[config.mk]
export PLATFORM = sky130hd
export DESIGN_NAME = rf_write_arbiter
export DESIGN_NICKNAME = d
export VERILOG_FILES = /design/src/rtl/rf_write_arbiter.sv
export SDC_FILE = /design/constraint.sdc
export NUM_CORES = 1
export LEC_CHECK = 0
export ABC_AREA = 1
export BUFFER_PORTS_ARGS = -buffer_cell sky130_fd_sc_hd__buf_2
export CORE_MARGIN = 2
export CORE_UTILIZATION = 50
export CTS_CLUSTER_SIZE = 25
export DETAILED_ROUTE_END_ITERATION = 8
export GPL_ROUTABILITY_DRIVEN = 0
export PLACE_DENSITY = 0.84
export SETUP_SLACK_MARGIN = 0.02
export SLEW_MARGIN = 20
export SYNTH_ARGS = -nofsm -noshare
export SYNTH_HDL_FRONTEND = slang
export SYNTH_SLANG_ARGS = --single-unit
[constraint.sdc]
create_clock -name rfa_clk -period 3.3 [get_ports rfa_clk]
set_input_delay 0.33 -clock rfa_clk [delete_from_list [all_inputs] [get_ports rfa_clk]]
set_output_delay 0.33 -clock rfa_clk [all_outputs]
set_load 0.02 [all_outputs]
[src/rtl/rf_write_arbiter.sv]
// rf_write_arbiter
//   Merges two register-file write sources onto a single write port.
//   The primary source (writeback stage) has no backpressure and normally
//   wins; the secondary source (multicycle unit) is buffered in a 2-entry
//   in-order FIFO and drained when the primary is idle. A starvation
//   counter forces a FIFO drain (stalling the pipeline) after STARVE_MAX
//   consecutive primary wins. FIFO entries overwritten by a newer primary
//   write to the same register are marked dead and popped silently.
//
// Ports
//   rfa_clk, rfa_rst        clock, asynchronous active-high reset
//   rfa_i_wb_we/addr/data   primary write request (addr 0 = no write)
//   rfa_i_mc_valid/addr/data, rfa_o_mc_ready
//                           secondary valid/ready handshake
//   rfa_o_we/addr/data      registered register-file write port
//   rfa_o_stall             pipeline stall (primary ignored while high)
//   rfa_o_pending           FIFO occupancy, including dead entries

module rf_write_arbiter #(
    parameter int DWIDTH     = 32,
    parameter int AWIDTH     = 5,
    parameter int STARVE_MAX = 4
) (
    input  logic              rfa_clk,
    input  logic              rfa_rst,
    input  logic              rfa_i_wb_we,
    input  logic [AWIDTH-1:0] rfa_i_wb_addr,
    input  logic [DWIDTH-1:0] rfa_i_wb_data,
    input  logic              rfa_i_mc_valid,
    output logic              rfa_o_mc_ready,
    input  logic [AWIDTH-1:0] rfa_i_mc_addr,
    input  logic [DWIDTH-1:0] rfa_i_mc_data,
    output logic              rfa_o_we,
    output logic [AWIDTH-1:0] rfa_o_addr,
    output logic [DWIDTH-1:0] rfa_o_data,
    output logic              rfa_o_stall,
    output logic [1:0]        rfa_o_pending
);

    localparam logic [3:0] STARVE_LIM = 4'(STARVE_MAX);

    logic [AWIDTH-1:0] fifo_addr [2];
    logic [DWIDTH-1:0] fifo_data [2];
    logic [1:0]        fifo_dead;
    logic              rd_ptr;
    logic              wr_ptr;
    logic [1:0]        count;
    logic [3:0]        starve;

    logic fifo_nonempty;
    logic wb_live;
    logic grant_wb;
    logic head_sel;
    logic head_write;
    logic push;

    always_comb begin
        fifo_nonempty  = (count != 2'd0);
        rfa_o_mc_ready = (count < 2'd2);
        rfa_o_stall    = (starve == STARVE_LIM) && fifo_nonempty;
        wb_live        = rfa_i_wb_we && (rfa_i_wb_addr != '0);
        grant_wb       = wb_live && !rfa_o_stall;
        // Head is selected when forced by the stall or when the primary is idle;
        // a dead head is popped but produces no write.
        head_sel       = fifo_nonempty && (rfa_o_stall || !wb_live);
        head_write     = head_sel && !fifo_dead[rd_ptr];
        // Address-0 pushes complete the handshake but are never stored.
        push           = rfa_i_mc_valid && rfa_o_mc_ready && (rfa_i_mc_addr != '0);
    end

    always_ff @(posedge rfa_clk or posedge rfa_rst) begin
        if (rfa_rst) begin
            for (int unsigned i = 0; i < 2; i++) begin
                fifo_addr[i] <= '0;
                fifo_data[i] <= '0;
            end
            fifo_dead  <= '0;
            rd_ptr     <= 1'b0;
            wr_ptr     <= 1'b0;
            count      <= '0;
            starve     <= '0;
            rfa_o_we   <= 1'b0;
            rfa_o_addr <= '0;
            rfa_o_data <= '0;
        end else begin
            rfa_o_we <= grant_wb || head_write;
            if (grant_wb) begin
                rfa_o_addr <= rfa_i_wb_addr;
                rfa_o_data <= rfa_i_wb_data;
            end else if (head_write) begin
                rfa_o_addr <= fifo_addr[rd_ptr];
                rfa_o_data <= fifo_data[rd_ptr];
            end

            // Kill older entries targeting the register the primary writes now.
            // Unoccupied slots may be flagged too; a push always clears its slot,
            // which also keeps a same-edge push to that address live.
            if (grant_wb) begin
                for (int unsigned i = 0; i < 2; i++) begin
                    if (fifo_addr[i] == rfa_i_wb_addr) begin
                        fifo_dead[i] <= 1'b1;
                    end
                end
            end
            if (push) begin
                fifo_addr[wr_ptr] <= rfa_i_mc_addr;
                fifo_data[wr_ptr] <= rfa_i_mc_data;
                fifo_dead[wr_ptr] <= 1'b0;
                wr_ptr            <= ~wr_ptr;
            end
            if (head_sel) begin
                rd_ptr <= ~rd_ptr;
            end
            count <= count + {1'b0, push} - {1'b0, head_sel};

            // Dead pops leave the counter untouched.
            if (head_write) begin
                starve <= '0;
            end else if (head_sel) begin
                starve <= starve;
            end else if (grant_wb && fifo_nonempty) begin
                if (starve != STARVE_LIM) begin
                    starve <= starve + 4'd1;
                end
            end else if (!fifo_nonempty) begin
                starve <= '0;
            end
        end
    end

    assign rfa_o_pending = count;

endmodule

# Yosys cells after proc, flatten, opt, wreduce, memory -nomap -nowiden
# Index checks and enable logic that the tools add are counted.
totals:
  wordCells: 84
  out_inout_bits: 42
  input_bits: 78
  regBits: 122
classes:
  magnitude_cmp: 7
  eq_ne: 7
  n_bitwise: 6
  n_mux: 29
  addsub: 3
  n_reduce_logical: 20
op_table:
  columns: ["operator", "count"]
  rows:
  - ["32-bit two-way mux", 6]
  - ["64-bit bitwise mux", 1]
  - ["32-bit demux with 1-bit select", 1]
  - ["5-bit two-way mux", 6]
  - ["4-bit two-way mux", 5]
  - ["10-bit bitwise mux", 1]
  - ["5-bit equality test", 2]
  - ["1-bit logical AND", 10]
  - ["5-bit nonzero test", 2]
  - ["5-bit demux with 1-bit select", 1]
  - ["1-bit two-way mux", 5]
  - ["4-bit by 1-bit adder with 4-bit output (second input constant)", 1]
  - ["4-bit by 3-bit equality test with 1-bit output (second input constant)", 1]
  - ["2-bit greater-or-equal comparator (second input constant)", 2]
  - ["1-bit by 2-bit less-than comparator with 1-bit output (second input constant)", 2]
  - ["2-bit two-way mux", 2]
  - ["4-bit by 3-bit inequality test with 1-bit output (second input constant)", 1]
  - ["1-bit inverter with 2-bit output", 2]
  - ["2-bit nonzero test", 2]
  - ["1-bit zero test", 3]
  - ["3-bit by 1-bit inequality test with 1-bit output (second input constant)", 1]
  - ["3-bit by 2-bit inequality test with 1-bit output (second input constant)", 1]
  - ["3-bit AND reduction", 1]
  - ["2-bit by 1-bit adder with 2-bit output", 1]
  - ["10 further kinds", 12]

# Logic depth before layout (Yosys ltp)
# Gate-level depths: netlist (run 1).
logic_depth:
  ltp_word: 8
  mapped_depth: 12
  depth_no_buf: 11

# Worst setup path after synthesis (run 1)
# Ideal clock, no wire load.
synth_timing:
  path_kind: "reg2reg"
  from: "register count[1] (netlist: rfa_o_pending[1])"
  to: "register count[1] (netlist: rfa_o_pending[1])"
  period_less_slack_ps: 2039
  path_stages_with_launch: 13
  required_ps: 3171
  arrival_ps: 1911
  setup_slack_ps: 1261
  n_path_buf: 1
  setup_time_ps: 129
  cell_sequence: "dfrtp_1 > inv_2 > nand2_4 > nand3_2 > nand3_4 > buf_6 > nand2_1 > inv_1 > ha_1 > inv_1 > ha_1 > xnor2_1 > xor2_1"
synth_between:
  elab_chain_len: 5
  word_cells_on_any_way: 9
  cone_classes: "2 x add/sub; 1 x order compare; 6 x reduce/logical"
synth_lines:
  columns: ["item", "line", "source"]
  rows:
  - ["start, declared", "47", "logic [1:0] count;"]
  - ["start signal, assigned", "114", "count <= count + {1'b0, push} - {1'b0, head_sel};"]
  - ["2-bit less-than comparator", "59", "rfa_o_mc_ready = (count < 2'd2);"]
  - ["net rfa_o_mc_ready", "30", "output logic rfa_o_mc_ready,"]
  - ["1-bit logical AND (2 in a row)", "68", "push = rfa_i_mc_valid && rfa_o_mc_ready && (rfa_i_mc_addr != '0);"]
  - ["2-bit by 1-bit adder with 2-bit output", "114", null]
  - ["2-bit by 1-bit subtractor with 2-bit output", "114", null]
# The timed path passes the listed nets, and every way through them passes these cells.
# A chain may end at the register's enable or synchronous reset.

# Final worst setup path (run 1)
layout_timing:
  from: "register starve[0]"
  to: "register rfa_o_data[21]"
layout_between:
  elab_chain_len: 6
  word_cells_on_any_way: 9
  cone_classes: "1 x eq/ne; 1 x mux; 7 x reduce/logical"
layout_lines:
  columns: ["item", "line", "source"]
  rows:
  - ["start, declared", "48", "logic [3:0] starve;"]
  - ["start signal, assigned", "120", "starve <= starve;"]
  - ["start signal, assigned", "123", "starve <= starve + 4'd1;"]
  - ["4-bit by 3-bit equality test with 1-bit output *", "60", "rfa_o_stall = (starve == STARVE_LIM) && fifo_nonempty;"]
  - ["1-bit logical AND *", "60", null]
  - ["1-bit logical OR", "65", "head_sel = fifo_nonempty && (rfa_o_stall || !wb_live);"]
  - ["1-bit logical AND", "65", null]
  - ["1-bit logical AND", "66", "head_write = head_sel && !fifo_dead[rd_ptr];"]
  - ["2-bit nonzero test (no source line)", null, null]
  - ["end signal, assigned", "89", "rfa_o_data <= rfa_i_wb_data;"]
  - ["end signal, assigned", "92", "rfa_o_data <= fifo_data[rd_ptr];"]
  - ["end, declared", "35", "output logic [DWIDTH-1:0] rfa_o_data,"]
# Mark *: on every way between the ends. The rest lies on a longest branch, timed or not.

==> results of run 1 <==
[final cells by class]
cell class | instances | area (µm²) | area share (%)
flip-flops and latches | 122 | 3053 | 43.39
multi-input cells | 508 | 2265 | 32.19
repair buffers | 128 | 678.2 | 9.639
clock buffers | 20 | 456.7 | 6.491
inverters | 74 | 284.0 | 4.037
diodes | 2 | 5.005 | 0.07114
well taps | 143 | 178.9 | 2.543
clock inverters | 12 | 115.1 | 1.636
[path summary, 6_finish.rpt]
check,end,slack [ns]
setup / recovery,rfa_o_data[21]$_DFFE_PP0P_,1.10
hold / removal,rfa_o_data[14]$_DFFE_PP0P_,0.14
setup reg to reg,rfa_o_data[21]$_DFFE_PP0P_,1.10
hold reg to reg,rfa_o_data[9]$_DFFE_PP0P_,0.47
max in group asynchronous,fifo_data[6]$_DFFE_PP0P_,2.02
min in group asynchronous,rfa_o_data[28]$_DFFE_PP0P_,0.52
[worst reg2reg max path, cell delays in order (launching register included)]
cell and delay [ns]:
dfrtp_1 0.42, inv_1 0.09, ha_1 0.17, nand3_2 0.11, nand3_4 0.16, buf_4 0.46, nand2_2 0.16, inv_4 0.35
nand2_1 0.12, nand2_1 0.10
[through the flow]
stage | cells | util, % | hold WS [ns]
final | 1009 | 61.62 | 0.1437
after floorplan | 740 | - | 0.4417
after detailed placement | 974 | 56.48 | 0.4065
after CTS | 1007 | 61.57 | 0.1313
after global placement | 974 | 56.48 | 0.4043
after global routing | 1008 | 61.59 | 0.1318
[flip-flops by register name, indices dropped and copies added (netlist names)]
register       cells
fifo_addr         10
fifo_data         64
fifo_dead          2
rd_ptr             1
rfa_o_addr         5
rfa_o_data        32
rfa_o_pending      2
rfa_o_we           1
starve             4
wr_ptr             1
[cells by family (layout without fill, tap and decap cells)]
kind of cell	Yosys count	in the layout
adders and majority gates	4	4
xor gates and xnor gates	9	9
buffers and inverters	110	234
and+or+nand+nor	364	364
other	0	2
DFF	122	122
AOI/OAI and AO/OA	131	131
[routing by layer]
layer	vias to the layer above	global-route usage, %	wire [µm]
li1	2519	-	-
met1	2427	31.75	6114
met3	15	4.914	742
met2	161	38.02	6902
met4	0	7.967	214
met5	-	0	0
[power breakdown]
| group | switching, µW | internal (µW) | total, µW |
|---|---|---|---|
| logic | 1800 | 910 | 2710 |
| clock network | 689 | 1080 | 1770 |
| registers | 414 | 2210 | 2620 |
| total | 2900 | 4200 | 7100 |
[layout by cell type, fill, tap and decap left out, types with 5 or more instances in the layout]
cell       count
xnor2_1        6
o21ai_1       10
nand2_1      324
or2_2         10
buf_2        119
nor2_1         9
dfrtp_1      122
nand4_1        5
inv_1         69
clkbuf_16     17
o21ai_0      116
buf_4          7
==> run metrics, run 1 <==
Vias=5122; hold_buf cts=1; GRT Total Usage=23.42%; synth cell count leaders=nand2_1, dfrtp_1, o21ai_0; CTS Buffer Depth=2; WL per Instance=13.85 µm; final worst slack=1.104 ns; Synth Register Bits=122; Post-CTS Setup Inserts=0; xor and xnor area share after synthesis=1.351%; worst-path fanout max=54; Min-Delay Path Class=in -> reg; Synth area leader=dfrtp_1; Filler Cell Count=987; mux cell area share after synthesis=0%; GRT overflow=0; Area growth syn-to-layout=20.59%; synth warn=0; Power Density=1009 nW/µm²; Final nets=933; minimum clock period=2.196 ns; Slew HR=38.95%; HPWL Detailed=9497 µm; Mapped Nets=822; Post-synth ARST share=100.0%; hold path start=rfa_i_wb_data[14]; CP startpoint=starve[0]$_DFFE_PP0P_; IO Pins=120; crit end category=register; Initial Util=51.10%; Via density=5.076; Leak=0.003790 µW; arrival time at the worst endpoint=2.54 ns; simple-gate share of the synthesized area=25.26%; Crit path depth=9; IO buf count=119; post-route ant nets=0; first-pass GRT wire length=23640 µm; Post-Route Skew=0.01047 ns; die area=12550 µm²; worst-skew pair later-pin latency=0.41 ns; initial antenna violation count=1; Setup crit start kind=register; main combinational cell family by area after synthesis=simple AND/OR/NAND/NOR gates; post-synthesis average cell area=7.884 µm²; Seq/Total Area, Yosys=52.33%; CTS tree=done; slowest stage cell, crit path=buf_4; Top Family by Delay on Critical Path=buffers and inverters; DP Area=6449 µm²; Crit Path Category=reg -> reg; unrepaired setup endpoints after global routing=false; critical path's largest stage delay=0.46 ns; Tcrit/Tclk final=66.56%; top cell type's share of synthesized area=52.33%; DR DRC count=0; synth unique cells=27; hold path depth=3; status=completed; CP dominant cell by count=nand2_1; Post-Synth Adder-Cell Area=0.8578%; Compound-Gate Fraction of Synth Area=11.34%; TritonCTS buffer count=17; Setup TNS Final=0 ns; Synth area leaders=dfrtp_1, nand2_1, o21ai_0; Finish-stage setup viols=0; worst-path cell chain=inv_1 > ha_1 > nand3_2 > nand3_4 > buf_4 > nand2_2 > inv_4 > nand2_1 > nand2_1; layout cells sized above 1=21.41%; Mapped Area=5834 µm²; largest net degree at the start of global routing=55; most frequent cell after synthesis=nand2_1; R2R Path Start=starve[0]$_DFFE_PP0P_; final instance area=7036 µm²; root buffer cell=clkbuf_16; Post-Route WL=13970 µm; H-tree levels=4; max_cap viols=0; post-synthesis cell count=740; post_cts resized=0; number of synthesized flops with an enable pin=0; Max Slew Vio Count=0; core area=11420 µm²; Post-synth top flop=dfrtp_1; Iteration-0 DRC Markers=412; TritonRoute pass-1 iters=5; Final Hold Viols=0; Max IR drop VDD=0.0005893 V; Critical Path RT=3.64 ns; height of the die=112.0 µm; Slew @ Worst Pin=0.9124 ns; Max Clock Freq=455.3 MHz; Chip Width=112.0 µm; Rows=39; Clock transition at path regs=0.06 ns; vias in the first global route=5041; pre-CTS setup slack=1.098 ns; cells on worst reg2reg path=9; Total Power=7102 µW; CTS Sinks=122; critical path buffer and inverter count=3
No activity file was read; power rests on OpenSTA's default activity.
==> run 2: changes to the inputs <==
- ABC_AREA: 1 -> 0
- CORE_UTILIZATION: 50 -> 54
- PLACE_DENSITY: 0.84 -> 0.86
- clock period: 3.3 -> 2.07 ns (I/O delays scaled with it)
==> run 2 against run 1 <==
The run now ends with setup timing left. First-iteration DRC count is 42% lower. Global-route usage grew 3.2 points. Highest routed layer unchanged. Sequential power grew 68%. Hold slack got worse by 0.044 ns. Area after synthesis is 4.4% lower. Synthesized cell count down 36%. Final cell count decreased by 19%. Wire length rose by 2.1%. Register-to-register slack worse by 1.0 ns. Largest power group unchanged. Via count is 14% lower.
==> run metrics, run 2 <==
status=finished with violations; failing checks=setup timing; Top Registers=fifo_data (64), rfa_o_data (32), fifo_addr (10); WL per Instance=17.40 µm; Power Density=1613 nW/µm²; mux cell area share after synthesis=23.21%; Top Family by Delay on Critical Path=buffers and inverters; Seq/Total Area, Yosys=54.71%; minimum clock period=2.072 ns; Setup TNS Final=-0.002453 ns; Reg with most FFs=fifo_data; post-synthesis cell count=471; Switching Fraction=38.68%; reg-to-reg slack, setup=0.10 ns; switching power=4845 µW; Final nets=753; Setup crit start kind=primary input; Filler Cell Count=596; xor and xnor area share after synthesis=2.197%; CTS tree=done; Finish-stage setup viols=1; Iteration-0 DRC Markers=237; Synth Register Bits=122; IO buf count=119; Slew HR=53.11%; CTS Buffer Depth=2; internal power=7681 µW; Seq pwr share=35.1%; Chip Width=105.7 µm; largest net degree at the start of global routing=79; Max IR drop VDD=0.0009108 V; Tcrit/Tclk final=100.1%; Post-Route WL=14270 µm; max_cap viols=0; Compound-Gate Fraction of Synth Area=8.229%; height of the die=105.7 µm; Leak=0.003656 µW; Crit Path Category=in -> reg; Total Power=12530 µW; commonest non-fill, non-tap cells in the layout=dfrtp_1, buf_2, dlygate4sd3_1, mux2_2, nor2_1; Rows=37; GRT overflow=0; Final Hold Viols=0; critical path's largest stage delay=0.55 ns; main combinational cell family by area after synthesis=multiplexers; CTS Sinks=122; simple-gate share of the synthesized area=7.377%; slowest stage cell, crit path=dlygate4sd3_1; Post-Synth Adder-Cell Area=0.8969%; final instance area=7767 µm²; top cell type's share of synthesized area=54.71%; Synth area leader=dfrtp_1; critical path buffer and inverter count=4; worst-path cell chain=dlygate4sd3_1 > buf_2 > or4_4 > o211ai_4 > buf_4 > nor2_4 > buf_12 > mux2_4; IO Pins=120; DP Area=6424 µm²; max reg flops=64; TritonCTS buffer count=17; Clock power frac=21.7%; GRT Total Usage=26.60%; first-pass GRT wire length=23050 µm; arrival time at the worst endpoint=2.46 ns; Vias=4422; H-tree levels=4; vias in the first global route=4823; TritonRoute pass-1 iters=5; final hold slack=0.09930 ns; post-route ant nets=0; Slew @ Worst Pin=0.7033 ns; Post-Route Skew=0.01274 ns; Multi-input gate area=2405 µm²; Area growth syn-to-layout=39.19%; most common cell after layout, fill and taps aside=dfrtp_1; most frequent cell after synthesis=dfrtp_1; die area=11160 µm²; synth cell count leaders=dfrtp_1, mux2_2, nor2_1; Register Area=3055 µm²; Min-Delay Path Class=in -> reg; Post-synth top flop=dfrtp_1; post-synthesis average cell area=11.85 µm²; initial antenna violation count=0; Max Slew Vio Count=0; power share of the combinational group=43.3%; number of synthesized flops with an enable pin=0; Mapped Nets=553; unrepaired setup endpoints after global routing=true; core area=10180 µm²; diode count=0; crit end category=register; final worst slack=-0.002453 ns; root buffer cell=clkbuf_8; worst-skew pair later-pin latency=0.51 ns; Max Clock Freq=482.5 MHz; DR DRC count=0; Post-synth ARST share=100.0%; synth warn=0; layout cells sized above 1=37.57%; Clock transition at path regs=0.06 ns; Via density=5.393; Mapped Area=5580 µm²; Initial Util=54.79%; HPWL Detailed=7967 µm; Critical Path RT=2.46 ns; synth unique cells=35; Synth area leaders=dfrtp_1, mux2_2, mux2i_1; worst-path fanout max=38
run 2: cell types whose count changed in the layout (fill, tap and decap cells not counted), sizes merged, moves of 4 or more:
cell         change
or2             -10
nand3            -5
nor2            +33
nand2          -287
o21ai           -90
xor2             +4
mux2i           +39
a21oi           +35
nor3             +4
inv             -62
mux2            +74
nand4            -5
dlygate4sd3     +73
buf              +9
run 2: metrics by stage:
stage	setup WS [ns]	utilization, %	std cells
2_1_floorplan	-0.1668	-	471
3_3_place_gp	0.07174	63.07	711
3_5_place_dp	-0.02266	63.07	711
4_1_cts	0.04430	75.80	818
5_1_grt	0.006085	76.27	820
6_report	-0.002453	76.27	820
run 2: kinds of logic (layout without fill, tap and decap cells):
logic type,after synthesis,count (layout)
xor gates and xnor gates,14,14
muxes,113,113
buffers and inverters,35,248
DFF,122,122
adders and majority gates,4,4
AOI/OAI and AO/OA,84,84
and+or+nand+nor,99,99
run 2: what timing repair did:
action / CTS / global route
hold buffers: 74 / 0
endpoints found under the setup margin: 5 / 2
cloned: 0 / 0
setup buffers: 1 / 2
resized for setup: 2 / 6
pin swaps: 0 / 5
hold endpoints to repair: 231 / 0
run 2: worst paths after layout:
kind / start / endpoint / depth (start not counted)
hold / removal: rfa_i_mc_valid / fifo_dead[1]$_DFF_PP0_ / 4
setup / recovery: rfa_i_mc_addr[0] / fifo_data[43]$_DFFE_PP0P_ / 8
hold reg to reg: fifo_data[24]$_DFFE_PP0P_ / fifo_data[24]$_DFFE_PP0P_ / 1
max in group asynchronous: rfa_rst / fifo_data[48]$_DFFE_PP0P_ / 4
min in group asynchronous: rfa_rst / starve[3]$_DFFE_PP0P_ / 3
setup reg to reg: starve[1]$_DFFE_PP0P_ / rfa_o_pending[1]$_DFF_PP0_ / 11
run 2: layout make-up:
type,instances,share of cell area (%)
Clock buffer,17,5.332
Sequential cell,122,39.34
Multi-Input combinational cell,314,30.96
Inverter,6,0.3383
Clock inverter,15,1.659
Tap cell,136,2.191
Timing Repair Buffer,210,20.18
run 2: worst reg2reg max path, cell delays in order (launching register included):
cell     delay, ns
dfrtp_1       0.39
inv_2         0.06
ha_1          0.14
nand2_1       0.07
o31a_1        0.31
and2_4        0.16
nor2_4        0.13
ha_4          0.21
inv_2         0.06
ha_4          0.13
xnor2_2       0.11
xnor2_1       0.13
run 2: per-layer routing:
metal | track usage (%) | share of wire, % | vias to the layer above
li1 | - | - | 2031
met1 | 30.22 | 39 | 2206
met2 | 48.57 | 55 | 159
met3 | 6.617 | 4.3 | 26
met4 | 9.211 | 1.7 | 0
met5 | 0 | 0 | -
run 2: power by group through the flow:
stage | logic [µW] | registers, µW | clock network [µW]
2_1_floorplan | 3260 | 4650 | 0
3_3_place_gp | 4890 | 4250 | 0
3_5_place_dp | 5080 | 4350 | 0
4_1_cts | 5240 | 4340 | 2750
5_1_grt | 5900 | 4520 | 2870
6_report | 5420 | 4390 | 2710
==> run 3: changes to the inputs <==
- CELL_PAD_IN_SITES_DETAIL_PLACEMENT: not set -> 2
- CELL_PAD_IN_SITES_GLOBAL_PLACEMENT: not set -> 2
- CORE_UTILIZATION: 54 -> 38
- PLACE_DENSITY: 0.86 -> not set
- PLACE_DENSITY_LB_ADDON: not set -> 0.1
- clock period: 2.07 -> 2.62 ns (I/O delays scaled with it)
==> run 3 against run 2 <==
The run now ends clean. Final cell count decreased by 3.7%. Clock-buffer cell count increased by 8. Wire length increased by 5.1%. Sequential share of layout area increased by 4.0 points. Critical path depth increased by 3. Power decreased by 20%. Die area increased by 40%. Final area decreased by 9.3%. Largest power group unchanged.
==> run metrics, run 3 (synthesis gave the netlist of run 2 again) <==
root buffer cell=clkbuf_16; Max IR drop VDD=0.0005601 V; Tcrit/Tclk final=82.36%; initial antenna violation count=1; TritonCTS buffer count=17; Setup crit start kind=register; GRT Total Usage=20.51%; Area growth syn-to-layout=26.21%; Post-Route Skew=0.007408 ns; Post-Route WL=15000 µm; Final nets=675; post-route ant nets=0; worst-skew pair later-pin latency=0.42 ns; max reg flops=64; Max Clock Freq=463.4 MHz; final instance area=7043 µm²; Critical R2R Capture=rfa_o_pending[1]$_DFF_PP0_; minimum clock period=2.158 ns; TritonRoute pass-1 iters=4; switching power=3641 µW; hold_buf cts=0; Clock power frac=24.7%; Finish-stage setup viols=0; Crit Path Category=reg -> reg; R2R Path Start=starve[0]$_DFFE_PP0P_; Initial Util=38.69%; crit end category=register; Switching Fraction=36.53%; Worst setup endpoint=rfa_o_pending[1]$_DFF_PP0_; Setup TNS Final=0 ns; worst-path fanout max=4; die area=15670 µm²; Top Registers=fifo_data (64), rfa_o_data (32), fifo_addr (10); CP startpoint=starve[0]$_DFFE_PP0P_; diode count=0; max_cap viols=0; Power Density=1415 nW/µm²; CTS Buffer Depth=2; Slew HR=41.20%; Post-CTS Setup Inserts=0; Reg with most FFs=fifo_data; reg-to-reg slack, setup=0.46 ns; Rows=44; cells on worst reg2reg path=11; Min-Delay Path Class=in -> async; Max Slew Vio Count=0; H-tree levels=4; arrival time at the worst endpoint=2.50 ns; internal power=6326 µW; post_cts resized=0; Filler Cell Count=1503; vias in the first global route=4638; IO Pins=120; IO buf count=119; height of the die=125.2 µm; most common cell after layout, fill and taps aside=dfrtp_1; CTS tree=done; layout cells sized above 1=40.10%; status=completed; final hold slack=0.008527 ns; CTS Sinks=122; Critical Path RT=2.96 ns; WL per Instance=18.99 µm; core area=14420 µm²; Chip Width=125.2 µm; HPWL Detailed=9959 µm; Iteration-0 DRC Markers=141; Via density=5.115; commonest non-fill, non-tap cells in the layout=dfrtp_1, buf_2, mux2_2, nor2_1, nand2_1; Clock transition at path regs=0.06 ns; largest net degree at the start of global routing=79; DR DRC count=0; Slew @ Worst Pin=0.8801 ns; unrepaired setup endpoints after global routing=false; Seq pwr share=34.6%; power share of the combinational group=40.6%; Final Hold Viols=0; first-pass GRT wire length=25020 µm; DP Area=6390 µm²; Vias=4041; GRT overflow=0; Leak=0.003358 µW
## run 3: changes by cell type in the layout (fill, tap and decap cells not counted), sizes merged
cell / before / now
clkbuf: 17 / 25
clkinv: 3 / 4
inv: 14 / 5
dlygate4sd3: 74 / 0
buf: 136 / 132
clkinvlp: 4 / 1
bufinv: 0 / 3
## run 3: power groups by stage
stage                     Clock [µW]  Combinational (µW)  Sequential, µW
after CTS                       2520                4080            3470
final                           2470                4050            3450
after floorplan                    0                2560            3660
after global routing            2610                4510            3590
after global placement             0                3850            3380
after detailed placement           0                4010            3470
## run 3: critical path: stages (launching register included)
cell	delay, ns
dfrtp_1	0.43
inv_1	0.08
ha_1	0.14
nand2_1	0.07
o31a_1	0.26
and2_2	0.18
nor2_1	0.17
ha_1	0.26
inv_1	0.06
ha_1	0.15
xnor2_1	0.13
xnor2_1	0.13
## run 3: layout make-up
type                            count  area (µm²)  share of cell area [%]
Tap cell                          184       230.2                   3.269
Sequential cell                   122        3054                   43.36
Timing Repair Buffer              132       750.7                   10.66
Inverter                            6       26.28                  0.3731
Multi-Input combinational cell    314        2356                   33.45
Clock inverter                      7       110.1                   1.563
Clock buffer                       25       515.5                   7.319
## run 3: how the worst min path moves through the flow
stage	startpoint	endpoint
3_3_place_gp	rfa_rst	rfa_o_addr[0]$_DFFE_PP0P_
2_1_floorplan	rfa_i_wb_addr[0]	rfa_o_addr[0]$_DFFE_PP0P_
5_1_grt	rfa_i_wb_data[6]	rfa_o_data[6]$_DFFE_PP0P_
3_5_place_dp	rfa_i_wb_data[28]	rfa_o_data[28]$_DFFE_PP0P_
6_report	rfa_rst	rfa_o_addr[0]$_DFFE_PP0P_
4_1_cts	rfa_i_wb_data[28]	rfa_o_data[28]$_DFFE_PP0P_
## run 3: layer usage
layer | GRT usage [%] | wire, µm | vias up
met5 | 0 | 13 | -
met4 | 7.059 | 278 | 2
met3 | 5.434 | 613 | 25
met2 | 35.65 | 7799 | 86
met1 | 24.71 | 6296 | 2057
li1 | - | - | 1871
## run 3: stage by stage
step | util (%) | worst slack [ns] | std cells | power, µW
2_1_floorplan | - | 0.2125 | 471 | 6221
3_3_place_gp | 44.30 | 0.3988 | 757 | 7223
3_5_place_dp | 44.30 | 0.3369 | 757 | 7478
4_1_cts | 48.64 | 0.3154 | 789 | 10070
5_1_grt | 48.83 | 0.2217 | 790 | 10710
6_report | 48.83 | 0.4622 | 790 | 9967
